[src/rtl/decode_stage.sv]
// Registered, handshaked instruction-decode stage: field extraction, format
// classification, immediate sign extension and legality check, behind a 2-entry skid buffer.
module decode_stage #(
   parameter int XLEN     = 32,
   parameter bit ENABLE_E = 1'b0
) (
   input  logic            clk,
   input  logic            rst,
   input  logic            flush,
   input  logic            in_valid,
   output logic            in_ready,
   input  logic [31:0]     in_inst,
   input  logic [XLEN-1:0] in_pc,
   output logic            out_valid,
   input  logic            out_ready,
   output logic [XLEN-1:0] out_pc,
   output logic [6:0]      out_opcode,
   output logic [2:0]      out_func3,
   output logic [6:0]      out_func7,
   output logic [4:0]      out_rd,
   output logic [4:0]      out_rs1,
   output logic [4:0]      out_rs2,
   output logic [XLEN-1:0] out_imm,
   output logic [2:0]      out_fmt,
   output logic            out_illegal
);

   generate
      if (XLEN != 32 && XLEN != 64) begin : g_bad_xlen
         $error("decode_stage: XLEN must be 32 or 64");
      end
   endgenerate

   localparam logic [6:0] OP_LUI    = 7'b0110111;
   localparam logic [6:0] OP_AUIPC  = 7'b0010111;
   localparam logic [6:0] OP_JAL    = 7'b1101111;
   localparam logic [6:0] OP_JALR   = 7'b1100111;
   localparam logic [6:0] OP_LOAD   = 7'b0000011;
   localparam logic [6:0] OP_OPIMM  = 7'b0010011;
   localparam logic [6:0] OP_MISC   = 7'b0001111;
   localparam logic [6:0] OP_SYSTEM = 7'b1110011;
   localparam logic [6:0] OP_STORE  = 7'b0100011;
   localparam logic [6:0] OP_BRANCH = 7'b1100011;
   localparam logic [6:0] OP_OP     = 7'b0110011;
   localparam logic [6:0] OP_IMM32  = 7'b0011011;
   localparam logic [6:0] OP_OP32   = 7'b0111011;

   localparam logic [2:0] FMT_R   = 3'd0;
   localparam logic [2:0] FMT_I   = 3'd1;
   localparam logic [2:0] FMT_S   = 3'd2;
   localparam logic [2:0] FMT_B   = 3'd3;
   localparam logic [2:0] FMT_U   = 3'd4;
   localparam logic [2:0] FMT_J   = 3'd5;
   localparam logic [2:0] FMT_ILL = 3'd7;

   typedef enum logic [1:0] {EMPTY, ONE, TWO} state_t;

   typedef struct packed {
      logic [XLEN-1:0] pc;
      logic [6:0]      opcode;
      logic [2:0]      func3;
      logic [6:0]      func7;
      logic [4:0]      rd;
      logic [4:0]      rs1;
      logic [4:0]      rs2;
      logic [XLEN-1:0] imm;
      logic [2:0]      fmt;
      logic            illegal;
   } bundle_t;

   state_t         state, next_state;
   logic           in_ready_q;
   bundle_t        dec, out_q, skid_q;
   logic           in_xfer, out_xfer;
   logic           load_out_in, load_out_skid, load_skid;

   logic [2:0]        fmt_raw;
   logic              bad;
   logic              uses_rd, uses_rs1, uses_rs2;
   logic [5:0]        shamt_hi6;
   logic signed [31:0] imm32;
   logic [XLEN-1:0]   imm_ext;

   assign in_xfer  = in_valid & in_ready_q;
   assign out_xfer = (state != EMPTY) & out_ready;

   always_comb begin
      dec         = '0;
      dec.pc      = in_pc;
      dec.opcode  = in_inst[6:0];
      dec.func3   = in_inst[14:12];
      dec.func7   = in_inst[31:25];
      dec.rd      = in_inst[11:7];
      dec.rs1     = in_inst[19:15];
      dec.rs2     = in_inst[24:20];
      fmt_raw     = FMT_ILL;
      bad         = 1'b0;
      uses_rd     = 1'b0;
      uses_rs1    = 1'b0;
      uses_rs2    = 1'b0;
      shamt_hi6   = in_inst[31:26];
      imm32       = '0;

      case (dec.opcode)
         OP_LUI, OP_AUIPC: fmt_raw = FMT_U;
         OP_JAL:           fmt_raw = FMT_J;
         OP_JALR, OP_LOAD, OP_OPIMM, OP_MISC, OP_SYSTEM: fmt_raw = FMT_I;
         OP_STORE:         fmt_raw = FMT_S;
         OP_BRANCH:        fmt_raw = FMT_B;
         OP_OP:            fmt_raw = FMT_R;
         OP_IMM32:         if (XLEN == 64) fmt_raw = FMT_I;
         OP_OP32:          if (XLEN == 64) fmt_raw = FMT_R;
         default:          fmt_raw = FMT_ILL;
      endcase

      if (in_inst[1:0] != 2'b11 || fmt_raw == FMT_ILL) bad = 1'b1;

      if (fmt_raw == FMT_R) begin
         if (dec.func7 != 7'h00 && dec.func7 != 7'h20) bad = 1'b1;
         if (dec.func7 == 7'h20 && dec.func3 != 3'b000 && dec.func3 != 3'b101) bad = 1'b1;
      end

      // RV64 shifts use a 6-bit shamt, so only inst[31:26] carries the func bits
      if (dec.opcode == OP_OPIMM && (dec.func3 == 3'b001 || dec.func3 == 3'b101)) begin
         if (XLEN == 64) begin
            if (!(shamt_hi6 == 6'h00 || (shamt_hi6 == 6'h10 && dec.func3 == 3'b101))) bad = 1'b1;
         end else begin
            if (!(dec.func7 == 7'h00 || (dec.func7 == 7'h20 && dec.func3 == 3'b101))) bad = 1'b1;
         end
      end

      case (fmt_raw)
         FMT_R:        begin uses_rd = 1'b1; uses_rs1 = 1'b1; uses_rs2 = 1'b1; end
         FMT_I:        begin uses_rd = 1'b1; uses_rs1 = 1'b1; end
         FMT_S, FMT_B: begin uses_rs1 = 1'b1; uses_rs2 = 1'b1; end
         FMT_U, FMT_J: uses_rd = 1'b1;
         default:      ;
      endcase
      if (ENABLE_E && ((uses_rd && dec.rd[4]) || (uses_rs1 && dec.rs1[4]) || (uses_rs2 && dec.rs2[4])))
         bad = 1'b1;

      case (fmt_raw)
         FMT_I:   imm32 = {{20{in_inst[31]}}, in_inst[31:20]};
         FMT_S:   imm32 = {{20{in_inst[31]}}, in_inst[31:25], in_inst[11:7]};
         FMT_B:   imm32 = {{19{in_inst[31]}}, in_inst[31], in_inst[7], in_inst[30:25], in_inst[11:8], 1'b0};
         FMT_U:   imm32 = {in_inst[31:12], 12'b0};
         FMT_J:   imm32 = {{11{in_inst[31]}}, in_inst[31], in_inst[19:12], in_inst[20], in_inst[30:21], 1'b0};
         default: imm32 = '0;
      endcase
      imm_ext = XLEN'(imm32);

      if (bad) begin
         dec.fmt     = FMT_ILL;
         dec.imm     = '0;
         dec.illegal = 1'b1;
      end else begin
         dec.fmt     = fmt_raw;
         dec.imm     = imm_ext;
         dec.illegal = 1'b0;
      end
   end

   // in_ready is a pure register so downstream backpressure never reaches upstream combinationally
   always_ff @(posedge clk) begin
      if (rst) begin
         state      <= EMPTY;
         in_ready_q <= 1'b1;
      end else begin
         state      <= next_state;
         in_ready_q <= (next_state != TWO);
      end
   end

   always_comb begin
      next_state    = state;
      load_out_in   = 1'b0;
      load_out_skid = 1'b0;
      load_skid     = 1'b0;
      if (flush) begin
         next_state = EMPTY;
      end else begin
         case (state)
            EMPTY: if (in_xfer) begin
               next_state  = ONE;
               load_out_in = 1'b1;
            end
            ONE: begin
               if (in_xfer && !out_xfer) begin
                  next_state = TWO;
                  load_skid  = 1'b1;
               end else if (!in_xfer && out_xfer) begin
                  next_state = EMPTY;
               end else if (in_xfer && out_xfer) begin
                  load_out_in = 1'b1;
               end
            end
            TWO: if (out_xfer) begin
               next_state    = ONE;
               load_out_skid = 1'b1;
            end
            default: next_state = EMPTY;
         endcase
      end
   end

   always_ff @(posedge clk) begin
      if (rst) begin
         out_q  <= '0;
         skid_q <= '0;
      end else begin
         if (load_out_in)        out_q <= dec;
         else if (load_out_skid) out_q <= skid_q;
         if (load_skid)          skid_q <= dec;
      end
   end

   assign in_ready    = in_ready_q;
   assign out_valid   = (state != EMPTY);
   assign out_pc      = out_q.pc;
   assign out_opcode  = out_q.opcode;
   assign out_func3   = out_q.func3;
   assign out_func7   = out_q.func7;
   assign out_rd      = out_q.rd;
   assign out_rs1     = out_q.rs1;
   assign out_rs2     = out_q.rs2;
   assign out_imm     = out_q.imm;
   assign out_fmt     = out_q.fmt;
   assign out_illegal = out_q.illegal;

endmodule

[config.mk]
export PLATFORM = sky130hd
export DESIGN_NAME = decode_stage
export DESIGN_NICKNAME = d
export VERILOG_FILES = /design/src/rtl/decode_stage.sv
export SDC_FILE = /design/constraint.sdc
export NUM_CORES = 1
export LEC_CHECK = 0
export CAP_MARGIN = 40
export CORE_UTILIZATION = 47
export DETAILED_ROUTE_END_ITERATION = 7
export PLACE_DENSITY = 0.77
export SYNTH_ARGS = -nofsm -noshare
export SYNTH_HDL_FRONTEND = slang
export SYNTH_SLANG_ARGS = --single-unit
[constraint.sdc]
create_clock -name clk -period 2.3 [get_ports clk]
set_clock_uncertainty 0.1 [all_clocks]
set_input_delay 0.46 -clock clk [delete_from_list [all_inputs] [get_ports clk]]
set_output_delay 0.46 -clock clk [all_outputs]
set_load 0.01 [all_outputs]
==> metrics.md <==
| Metric | Value |
|---|---|
| Status | `finished, violations left` |
| Failing checks | `DRC` |
| GRT Total Usage | `0.277` |
| CTS Buf Count | `22` |
| Die X | `138 µm` |
| First-pass GRT wire length | `43.5 mm` |
| Remaining Overflow, GRT | `0` |
| Vias | `8,688` |
| CTS H-tree depth | `1` |
| Post-synth EDFFs | `0` |
| Ys flop type | `dfxtp_1` |
| Buffer depth of the longest clock path | `3` |
| Synth async-reset ratio | `0` |
| Vias per inst | `5.78` |
| Worst Path Class, Setup | `input port to register` |
| Switching pwr | `2010 µW` |
| Worst-skew pair later-pin latency | `0.50 ns` |
| Drt drc | `18` |
| Clock sinks | `203` |
| Post-synthesis mux area share | `0.00802` |
| Fmax | `0.447 GHz` |
| Largest family of logic cells by synthesized area | `compound AO/OA/AOI/OAI gates` |
| CP Max Fanout | `8` |
| Leakage | `0.00446 µW` |
| Final setup viols | `0` |
| Worst R2R Path Depth | `4` |
| Placer congestion estimate | `0.885` |
| First DRT Iteration DRCs | `787` |
| Worst Hold Class | `input port to register` |
| ANT nets after route | `0` |
| Placed cell area | `11,400 µm²` |
| Max_cap viols | `0` |
| Area Growth Syn to Fin | `41.9%` |
| RSZ-0062 raised after global routing | `no` |
| Slew headroom | `0.662` |
| Slowest cell on the critical path | `or4_4` |
| Nets | `1,329` |
| Worst Setup EP | `skid_q[15]` |
| Power share of the clock group | `0.426` |
| Syn avg cell area | `8.35 µm²` |
| Crit-path max cell delay | `0.53 ns` |
| Die Area | `19,100 µm²` |
| Transition time of the tightest slew-check pin | `0.507 ns` |
| Pwr/cell area | `668 nW/µm²` |
| CTS tree | `done` |
| Period utilization | `0.973` |
| Most frequent cells in the layout | `nand2_1, dfxtp_1, clkdlybuf4s50_1, a21oi_1, buf_4` |
| CTS Root Cell | `clkbuf_16` |
| IO buf count | `170` |
| Synth Area in Adders | `0` |
| Fraction of layout cells with a size suffix above 1 | `0.174` |
| Largest net degree at the start of global routing | `66` |
| Post-layout min period | `2.24 ns` |
| Final setup margin | `0.0628 ns` |
| Placed cells | `1,452` |
| Simple-gate share of the synthesized area | `0.202` |
| Seq cells post-synth | `203` |
| Storage cell area | `4060 µm²` |
| Worst path cell trace | `buf_2, or4_4, a2111o_1, a41oi_4, buf_6, buf_6, buf_16, nand2_2, o31ai_1` |
| Post-Place Worst Slack | `-0.584 ns` |
| Clock transition at path regs | `0.06 ns` |
| Reg2reg start | `state[0]` |
| Post-Synthesis Cells | `1,046` |
| Synth warn | `0` |
| FILL cells | `1,401` |
| Layout Cells excl Fill | `1,504` |
| Startpoint types | `input port` |
| CTS hold repair buffers | `0` |
| Post-Route WL | `26.9 mm` |
| Critical path launch point | `in_inst[27]` |
| Antenna violations before repair | `0` |
| WL per Instance | `17.9 µm` |
| Total nets after synthesis | `1,115` |
| Ports | `171` |
| Worst VDD drop | `0.480 mV` |
| Multi-input logic area | `4310 µm²` |
| Initial Util | `0.483` |
| Synth cell types | `56` |
| Worst setup EP type | `register` |
| Most used cell, CP | `buf_6` |
| Switch share | `0.243` |
| Reg power frac | `0.446` |
| Area share of xor/xnor cells in the synthesized design | `0.00301` |
| Drt first pass iters | `7` |
| Core Rows | `49` |
| Detailed Place HPWL | `17.7 mm` |
| Setup_tns | `0 ns` |
| Min-Delay Path Depth | `3` |
| FF-to-FF End | `out_func7[5]` |
| Worst R2R Setup Slack | `0.41 ns` |
| Vias in the first global route | `8,230` |
| Post-Syn Area | `8730 µm²` |
| Register area share after synthesis | `0.465` |
| Synth Area in Compound Gates | `0.269` |
| Fin. max-slew vios | `0` |
| Antenna diodes | `0` |
| Required time worst endpoint | `2.59 ns` |
| Die Y | `138 µm` |
| Int Pwr | `6260 µW` |
| Design area | `12,400 µm²` |
| Commonest non-fill, non-tap cell in the layout | `nand2_1` |
| CP arrival | `2.53 ns` |
| Final Hold Vio Count | `0` |
| Core area | `18,100 µm²` |
| Comb power frac | `0.128` |
==> per-layer routing <==
layer  global-route usage  vias up  wire length, µm
li1                     -     4138                -
met1                0.385     4167            11800
met2                0.452      341            12800
met3               0.0346       42             1820
met4               0.0775        0              500
met5                    0        -                0
==> kinds of logic (layout without fill, tap and decap cells) <==
logic type,count (synthesis),after routing
simple gates,392,392
compound gates,329,329
flops,203,203
buf+inv,112,341
mux,7,7
xor+xnor,3,3
==> timing repair <==
action                     in CTS  in global routing
gates cloned                    2                  1
resized for setup              26                 13
pin swaps                      13                  3
buffers inserted                9                  1
setup endpoints to repair      24                 39
==> critical path: cells and delay by family <==
kind | cells | cell delay [ns]
buffers and inverters | 4 | 0.51
AND/OR/NAND/NOR | 2 | 0.60
AO/OA/AOI/OAI | 3 | 0.95
==> power groups by stage <==
stage	Sequential, µW	Clock (µW)	Combinational (µW)
finish	3690	3530	1060
global route	3700	3740	1130
CTS	3690	3580	1040
detailed placement	3760	0	1000
global placement	3760	0	994
floorplan	3790	0	386
==> how the worst min path moves through the flow <==
stage / start / end / slack (ns)
floorplan: skid_q[35] / skid_q[35] / 0.33
global placement: skid_q[93] / skid_q[93] / 0.34
detailed placement: skid_q[35] / skid_q[35] / 0.35
CTS: in_inst[27] / out_imm[7] / 0.22
global route: in_inst[27] / out_imm[7] / 0.23
finish: in_inst[26] / out_imm[6] / 0.23
==> final cells by class <==
cell class,count,area share
clock buffers,30,0.0525
clock inverters,9,0.00686
inverters,15,0.00454
multi-input cells,731,0.348
flip-flops and latches,203,0.328
well taps,229,0.0231
repair buffers,287,0.237
==> state kept, by name (all words and copies together), names as in the netlist <==
signal       flops
out_rs2          5
out_func3        3
in_ready         1
out_fmt          3
out_pc          32
out_illegal      1
out_rd           5
out_imm         32
out_opcode       7
out_rs1          5
state            2
skid_q         100
out_func7        7
==> cells in the mapped netlist (all sizes together) (5+ instances only) <==
cell type	number	area share
a21oi	142	0.081
a221oi	24	0.040
a22o	6	0.0060
a22oi	43	0.037
a311oi	24	0.024
and3	14	0.010
buf	19	0.012
clkbuf	78	0.034
dfxtp	203	0.47
inv	15	0.0064
mux2i	7	0.0080
nand2	256	0.11
nand2b	5	0.0036
nand3b	27	0.023
nand4	7	0.0050
nor2	46	0.020
nor3	5	0.0029
o211ai	24	0.027
o21ai	29	0.017
o22ai	7	0.0050
o2bb2ai	6	0.0060
==> metrics by stage <==
step / total power [µW] / utilization / hold slack, ns
floorplan: 4180 / - / 0.332
global placement: 4760 / 0.632 / 0.341
detailed placement: 4770 / 0.632 / 0.346
CTS: 8320 / 0.682 / 0.220
global route: 8570 / 0.685 / 0.233
finish: 8270 / 0.685 / 0.232
Power figures use the tool's default switching activity.
